==> config.mk <==
export PLATFORM = sky130hd
export DESIGN_NAME = nco_ddc_mixer_dec
export DESIGN_NICKNAME = d
export VERILOG_FILES = /design/src/rtl/nco_ddc_mixer_dec.sv
export SDC_FILE = /design/constraint.sdc
export NUM_CORES = 2
export LEC_CHECK = 0
export CAP_MARGIN = 20
export CORE_UTILIZATION = 59
export DETAILED_ROUTE_END_ITERATION = 12
export PLACE_DENSITY = 0.79
export SYNTH_ARGS = -nofsm -noshare
export SYNTH_HDL_FRONTEND = slang
export SYNTH_SLANG_ARGS = --single-unit
==> constraint.sdc <==
create_clock -name clk -period 9.1 [get_ports clk]
set_input_delay 2.73 -clock clk [delete_from_list [all_inputs] [get_ports clk]]
set_output_delay 2.73 -clock clk [all_outputs]
set_load 0.005 [all_outputs]
==> src/rtl/nco_ddc_mixer_dec.sv <==
// Quadrature down-mixer with a power-of-two integrate-and-dump decimator.
// It multiplies real ADC samples by the NCO cos/sin pair, then integrates
// 2^k products and dumps one rounded, saturated I/Q pair per window.
module nco_ddc_mixer_dec #(
  parameter int unsigned adw  = 16,
  parameter int unsigned mpr  = 16,
  parameter int unsigned ow   = 16,
  parameter int unsigned dmax = 6
) (
  input  logic                  clk,
  input  logic                  reset,
  input  logic                  clken,
  input  logic [adw-1:0]        adc_data,
  input  logic                  adc_valid,
  input  logic [mpr-1:0]        nco_sin,
  input  logic [mpr-1:0]        nco_cos,
  input  logic                  nco_valid,
  input  logic [2:0]            dec_log2,
  output logic [ow-1:0]         i_out,
  output logic [ow-1:0]         q_out,
  output logic                  out_valid,
  output logic                  sat_flag
);

  localparam int unsigned PW = adw + mpr;
  localparam int unsigned AW = PW + dmax;
  localparam logic signed [AW:0] OMAX = (AW + 1)'((2 ** (ow - 1)) - 1);
  localparam logic signed [AW:0] OMIN = -OMAX - 1;

  // S1 registers
  logic           s1_valid;
  logic [adw-1:0] s1_adc;
  logic [mpr-1:0] s1_sin, s1_cos;
  logic [2:0]     s1_k;

  // S2 registers
  logic                 s2_valid;
  logic signed [PW-1:0] s2_pi, s2_pq;
  logic [2:0]           s2_k;

  // S3 integrator state
  logic signed [AW-1:0] acc_i, acc_q;
  logic [dmax-1:0]      cnt;
  logic [2:0]           k_win;
  logic                 dump;

  // The clamped decimation ratio travels with its sample so a window's k is
  // the value present when its first sample was accepted.
  logic [2:0] k_clamped;
  assign k_clamped = (32'(dec_log2) > dmax) ? 3'(dmax) : dec_log2;

  // S1: capture the inputs and the accept strobe
  always_ff @(posedge clk or posedge reset) begin
    if (reset) begin
      s1_valid <= 1'b0;
      s1_adc   <= '0;
      s1_sin   <= '0;
      s1_cos   <= '0;
      s1_k     <= '0;
    end else if (clken) begin
      s1_valid <= adc_valid & nco_valid;
      s1_adc   <= adc_data;
      s1_sin   <= nco_sin;
      s1_cos   <= nco_cos;
      s1_k     <= k_clamped;
    end
  end

  // Full-width operands keep -(min*min) representable after negation.
  logic signed [PW-1:0] adc_x, sin_x, cos_x, mul_i, mul_s;
  assign adc_x = PW'($signed(s1_adc));
  assign sin_x = PW'($signed(s1_sin));
  assign cos_x = PW'($signed(s1_cos));
  assign mul_i = adc_x * cos_x;
  assign mul_s = adc_x * sin_x;

  // S2: register the mixer products
  always_ff @(posedge clk or posedge reset) begin
    if (reset) begin
      s2_valid <= 1'b0;
      s2_pi    <= '0;
      s2_pq    <= '0;
      s2_k     <= '0;
    end else if (clken) begin
      s2_valid <= s1_valid;
      s2_pi    <= mul_i;
      s2_pq    <= -mul_s;
      s2_k     <= s1_k;
    end
  end

  // Window bookkeeping: k is latched only on the first beat of a window.
  logic [2:0]           beat_k;
  logic                 beat_last;
  logic signed [AW-1:0] base_i, base_q;
  always_comb begin
    beat_k    = (cnt == '0) ? s2_k : k_win;
    beat_last = ((32'(cnt) + 32'd1) == (32'd1 << beat_k));
    base_i    = dump ? '0 : acc_i;
    base_q    = dump ? '0 : acc_q;
  end

  // S3: integrate valid beats; a dump restarts the sum from the next product
  always_ff @(posedge clk or posedge reset) begin
    if (reset) begin
      acc_i <= '0;
      acc_q <= '0;
      cnt   <= '0;
      k_win <= '0;
      dump  <= 1'b0;
    end else if (clken) begin
      dump <= s2_valid & beat_last;
      if (s2_valid) begin
        acc_i <= base_i + AW'(s2_pi);
        acc_q <= base_q + AW'(s2_pq);
        k_win <= beat_k;
        cnt   <= beat_last ? '0 : cnt + 1'b1;
      end else begin
        acc_i <= base_i;
        acc_q <= base_q;
      end
    end
  end

  // Round half toward +inf, scale by 2^-(mpr-1+k), clamp; MSB is the sat bit.
  function automatic logic [ow:0] round_sat(input logic signed [AW-1:0] acc,
                                            input logic [2:0] k);
    logic signed [AW:0] ext;
    logic signed [AW:0] sh;
    ext = (AW + 1)'(acc) + ((AW + 1)'(1) << (mpr - 2 + 32'(k)));
    sh  = ext >>> (mpr - 1 + 32'(k));
    if (sh > OMAX)      round_sat = {1'b1, OMAX[ow-1:0]};
    else if (sh < OMIN) round_sat = {1'b1, OMIN[ow-1:0]};
    else                round_sat = {1'b0, sh[ow-1:0]};
  endfunction

  logic [ow:0] rs_i, rs_q;
  assign rs_i = round_sat(acc_i, k_win);
  assign rs_q = round_sat(acc_q, k_win);

  // Output stage: one-cycle pulses, data held between dumps
  always_ff @(posedge clk or posedge reset) begin
    if (reset) begin
      i_out     <= '0;
      q_out     <= '0;
      out_valid <= 1'b0;
      sat_flag  <= 1'b0;
    end else if (clken) begin
      out_valid <= dump;
      sat_flag  <= dump & (rs_i[ow] | rs_q[ow]);
      if (dump) begin
        i_out <= rs_i[ow-1:0];
        q_out <= rs_q[ow-1:0];
      end
    end else begin
      out_valid <= 1'b0;
      sat_flag  <= 1'b0;
    end
  end

endmodule

* Yosys cells after proc, flatten, opt, wreduce, memory -nomap -nowiden *
Cells that the tools add are included.

word-level totals
  input bits = 56
  logic and storage cells = 59
  output and inout port bits = 34
  flip-flop bits (word level) = 240

cells by class
  muxes and demuxes = 13
  $lt $le $gt $ge = 5
  reductions and logical operators = 3
  equal/unequal tests = 1
  multipliers = 2
  add/sub/neg operators = 9
  shift operators = 4
  bitwise gates (word level) = 4

operators with widths
  cell                                                                             number
  38-bit two-way mux                                                               4
  38-bit by 39-bit adder with 39-bit output                                        2
  39-bit by 16-bit > comparator with 1-bit output (second input constant)          2
  39-bit by 16-bit less-than comparator with 1-bit output (second input constant)  2
  38-bit by 32-bit adder with 38-bit output                                        2
  17-bit two-way mux                                                               4
  16-bit by 16-bit multiplier with 32-bit output                                   2
  1-bit by 5-bit left shift with 39-bit output (first input constant)              1
  39-bit by 32-bit >>> shifter with 39-bit output                                  1
  39-bit by 5-bit >>> shifter with 39-bit output                                   1
  7-bit by 32-bit == test with 1-bit output                                        1
  32-bit negation                                                                  1
  1-bit by 3-bit left shift with 32-bit output (first input constant)              1
  4-bit by 3-bit adder with 5-bit output (first input constant)                    2
  6-bit by 1-bit adder with 7-bit output (second input constant)                   1
  6-bit by 1-bit adder with 6-bit output (second input constant)                   1
  6-bit zero test                                                                  1
  3-bit two-way mux                                                                2
  6-bit two-way mux                                                                1
  2-bit AND reduction                                                              2
  1-bit bitwise AND                                                                3
  3-bit > comparator (second input constant)                                       1
  1-bit two-way mux                                                                2
  1-bit OR                                                                         1

* Depth between registers and ports, before layout *
  depth in word-level cells = 10
  depth in mapped cells = 28
  mapped depth without buffers = 27

* Worst setup path before layout *
No wires, ideal clock.

  path kind = register to register
  start point = reg s1_adc[10]
  end point = reg s2_pi[30]
  slack = 2,218 ps
  setup time = 125 ps
  data required time = 8,975 ps
  data arrival time = 6,757 ps
  cell stages (with the launch flop) = 28
  buffers on the path = 1
  clock period less this slack = 6,882 ps
  cells stage by stage = dfrtp_1 -> clkbuf_1 -> nand2_1 -> fa_1 -> inv_1 -> fa_1 -> inv_1 -> fa_1 -> fa_1 -> inv_1 -> fa_1 -> inv_1 -> fa_1 -> inv_1 -> ha_1 -> and2_1 -> a31o_2 -> a41o_1 -> o41ai_1 -> o2111a_1 -> nor3_1 -> a211oi_1 -> nor3_1 -> a41oi_1 -> a21oi_1 -> a21oi_1 -> xnor2_1 -> mux2_2

on the way
  word-level cells in the longest chain between the ends = 1

RTL lines
  what                                            RTL line  RTL
  from (decl)                                     32        logic [adw-1:0] s1_adc;
  from (signal assigned)                          62        s1_adc <= adc_data;
  16-bit by 16-bit multiplier with 32-bit output  74        assign mul_i = adc_x * cos_x;
  to (signal assigned)                            86        s2_pi <= mul_i;
  to (decl)                                       38        logic signed [PW-1:0] s2_pi, s2_pq;

Every way passes these cells.
A chain may end at the register's enable or synchronous reset.

* Worst setup path after layout *
  start point = reg s1_cos[1]
  end point = reg s2_pi[30]

on the way
  word-level cells in the longest chain between the ends = 1

RTL lines
  what                                            RTL line  RTL
  from (decl)                                     33        logic [mpr-1:0] s1_sin, s1_cos;
  from (signal assigned)                          64        s1_cos <= nco_cos;
  16-bit by 16-bit multiplier with 32-bit output  74

Every way passes these cells.

==> summary.md <==
| Metric | Value |
|---|---|
| Status | finished clean |
| First-pass GRT wire length | 183000 microns |
| WL/cell | 19.3 microns |
| Worst Hold Class | register to register |
| Vias | 35000 |
| Cts hold-fix bufs | 0 |
| Starting Density | 59.7% |
| Clk Latency, worst-skew pair | 620 ps |
| Max stage delay cell, worst path | dfrtp_1 |
| Final nets | 5724 |
| Die Height | 269 microns |
| Remaining antenna violation count after routing | 0 |
| Clk slew on worst S/H paths | 70 ps |
| Die width | 269 microns |
| Crit path buf inv count | 5 |
| Setup bufs post-CTS | 0 |
| WP data required | 9580 ps |
| Yosys warns | 0 |
| Max Cap Viol | 0 |
| Drt via density | 6.06 |
| Max Clk Rate | 0.133 GHz |
| Fin crit share | 82.5% |
| Ys async rst share | 100% |
| Min Hold Slack | 489 ps |
| Met2 wire len | 52300 microns |
| Area Growth Syn to Fin | 6.34% |
| Mapped Cells | 4877 |
| CP Capture Type | register |
| Post-synth EDFFs | 0 |
| Largest net degree at the start of global routing | 153 |
| TritonCTS clock tree | built |
| Pre-antenna DRT Iters | 6 |
| Synth top cells by count | nand2_1, inv_1, fa_1 |
| #FFs+latches synth | 240 |
| CTS root buf | clkbuf_16 |
| Diodes inserted | 0 |
| Unique cell type count in the Yosys netlist | 98 |
| Routed wl met3 | 6900 microns |
| Hpwl dp | 87400 microns |
| Gr usage total | 31.7% |
| # DRC | 0 |
| Synth top area cells | fa_1, dfrtp_1, ha_1, nand2_1, inv_1 |
| Max_slew headroom | 33.4% |
| Core ar. | 70300 sq um |
| Hold Fails Final Rpt | 0 |
| Metal1 wirelength | 45800 microns |
| RSZ-0062 raised after global routing | false |
| Htree depth | 1 |
| Total Neg Setup Slack | 0 ps |
| Fin Clk Skew | 34.5 ps |
| CTS buffer count | 30 |
| Setup CP Type | register to register |
| Vias in the first global route | 35600 |
| CTS Sinks | 240 |
| Most used cell, CP | fa_1 |
| CP arrival | 7990 ps |
| Top layer in use | met4 |
| Post-layout minimum cycle time | 7510 ps |
| Yosys top cell area share | 25.0% |
| Post-CTS Resized | 0 |
| Post-Route WL | 111000 microns |
| Initial drt markers | 2947 |
| GR Overflow Total | 0 |
| Cell family with most CP delay | adder cells |
| Worst Max-Slew Pin Slew | 999 ps |
| IO buf count | 89 |
| CP Max Fanout | 17 |
| Initial antenna violation count | 0 |
| Top FF cell, synth | dfrtp_1 |
| CP peak stage delay | 690 ps |
| IO Count | 90 |
| Global placer's final weighted congestion | 0.992 |
| Share of layout cells above drive strength 1 | 6.03% |
| Final setup fails | 0 |
| Clk buf depth | 3 |
| Critical path startpoint category | register |
| Sequential area share after synthesis | 14.3% |
| Die area | 72200 sq um |
| Most frequent cell after synthesis | nand2_1 |
| Largest area contributor in the netlist | fa_1 |
| Syn Area/Cell | 8.61 sq um |
| Rows | 97 |
| Final Core Density | 63.5% |
| Area of the mapped netlist | 42000 sq um |
| Max-slew violations | 0 |
[worst reg2reg max path: cells and delay by family, from the launching register on]
family	cells	cell delay (ps)
DFF	1	690
buffers and inverters	5	250
adders and majority gates	7	3390
muxes	1	260
AOI/OAI and AO/OA	8	2130
xor gates and xnor gates	1	90
and+or+nand+nor	4	550
[placed cells by master, fill, tap and decap left out, types with 85 or more instances in the layout]
cell             synthesis  final
dfrtp_1                240    238
clkdlybuf4s50_1          0     88
mux2_2                 128    128
nand2_1                588    586
a21oi_1                216    216
and2_1                 281    280
inv_1                  576    573
nor3_1                  85     85
xnor2_1                115    115
fa_1                   524    524
ha_1                   327    325
o21ai_0                238    238
nand3_1                 96     96
nor2b_1                111    111
nor2_1                 239    238
[per-layer routing]
metal / global-route usage (%) / vias to the layer above
met5: 0 / -
met4: 17.1 / 0
met3: 3.90 / 360
met2: 52.7 / 1306
met1: 40.4 / 17100
li1: - / 16200
[logic make-up (layout without fill, tap and decap cells)]
| kind of cell | count (synthesis) | count (layout) | share of synthesized area [%] |
|---|---|---|---|
| compound gates | 971 | 971 | 15.6 |
| xor+xnor | 187 | 187 | 3.90 |
| fa+ha+maj | 851 | 851 | 34.7 |
| buf+inv | 831 | 765 | 7.48 |
| flops | 240 | 240 | 14.3 |
| mux | 201 | 201 | 5.38 |
| other cells | 1 | 30 | 0.00893 |
| simple gates | 1595 | 1595 | 18.5 |
[flip-flops by register name, indices dropped and copies added, names as in the netlist]
| name | count |
|---|---|
| s1_adc | 16 |
| s1_valid | 1 |
| s2_pi | 32 |
| cnt | 6 |
| acc_i | 38 |
| acc_q | 38 |
| sat_flag | 1 |
| out_valid | 1 |
| k_win | 3 |
| q_out | 16 |
| s1_k | 3 |
| i_out | 16 |
| s1_sin | 16 |
| dump | 1 |
| s2_valid | 1 |
| s1_cos | 16 |
| s2_k | 3 |
| s2_pq | 32 |
[layout make-up]
class / count / area, sq um
sequential: 240 / 6010
fill: 5897 / 25600
clock inverter: 11 / 170
inverter: 576 / 2170
timing repair buffer: 134 / 1250
clock buffer: 44 / 885
multi-input combinational: 3835 / 33000
tap: 940 / 1180
[final timing paths]
path | startpoint | end | slack (ps) | cells past startpoint
worst max-delay path | s1_cos[1] | s2_pi[30] | 1590 | 26
worst min-delay path | q_out[15] | q_out[15] | 490 | 2
worst max register to register | s1_cos[1] | s2_pi[30] | 1590 | 26
worst min register to register | q_out[15] | q_out[15] | 490 | 2
max in group asynchronous | reset | s2_pi[25] | 5390 | 4
min in group asynchronous | reset | acc_q[1] | 2350 | 2
[per-stage QoR]
stage,setup WS (ps),cells,area [sq um]
CTS,1620,5779,44600
detailed placement,1660,5724,43600
finish,1590,5780,44600
floorplan,2220,4906,42100
global placement,1770,5724,43600
global route,1140,5780,44600
Power is not shown: default switching activity piles up to over one toggle a cycle in this logic, so the estimate is an artifact.
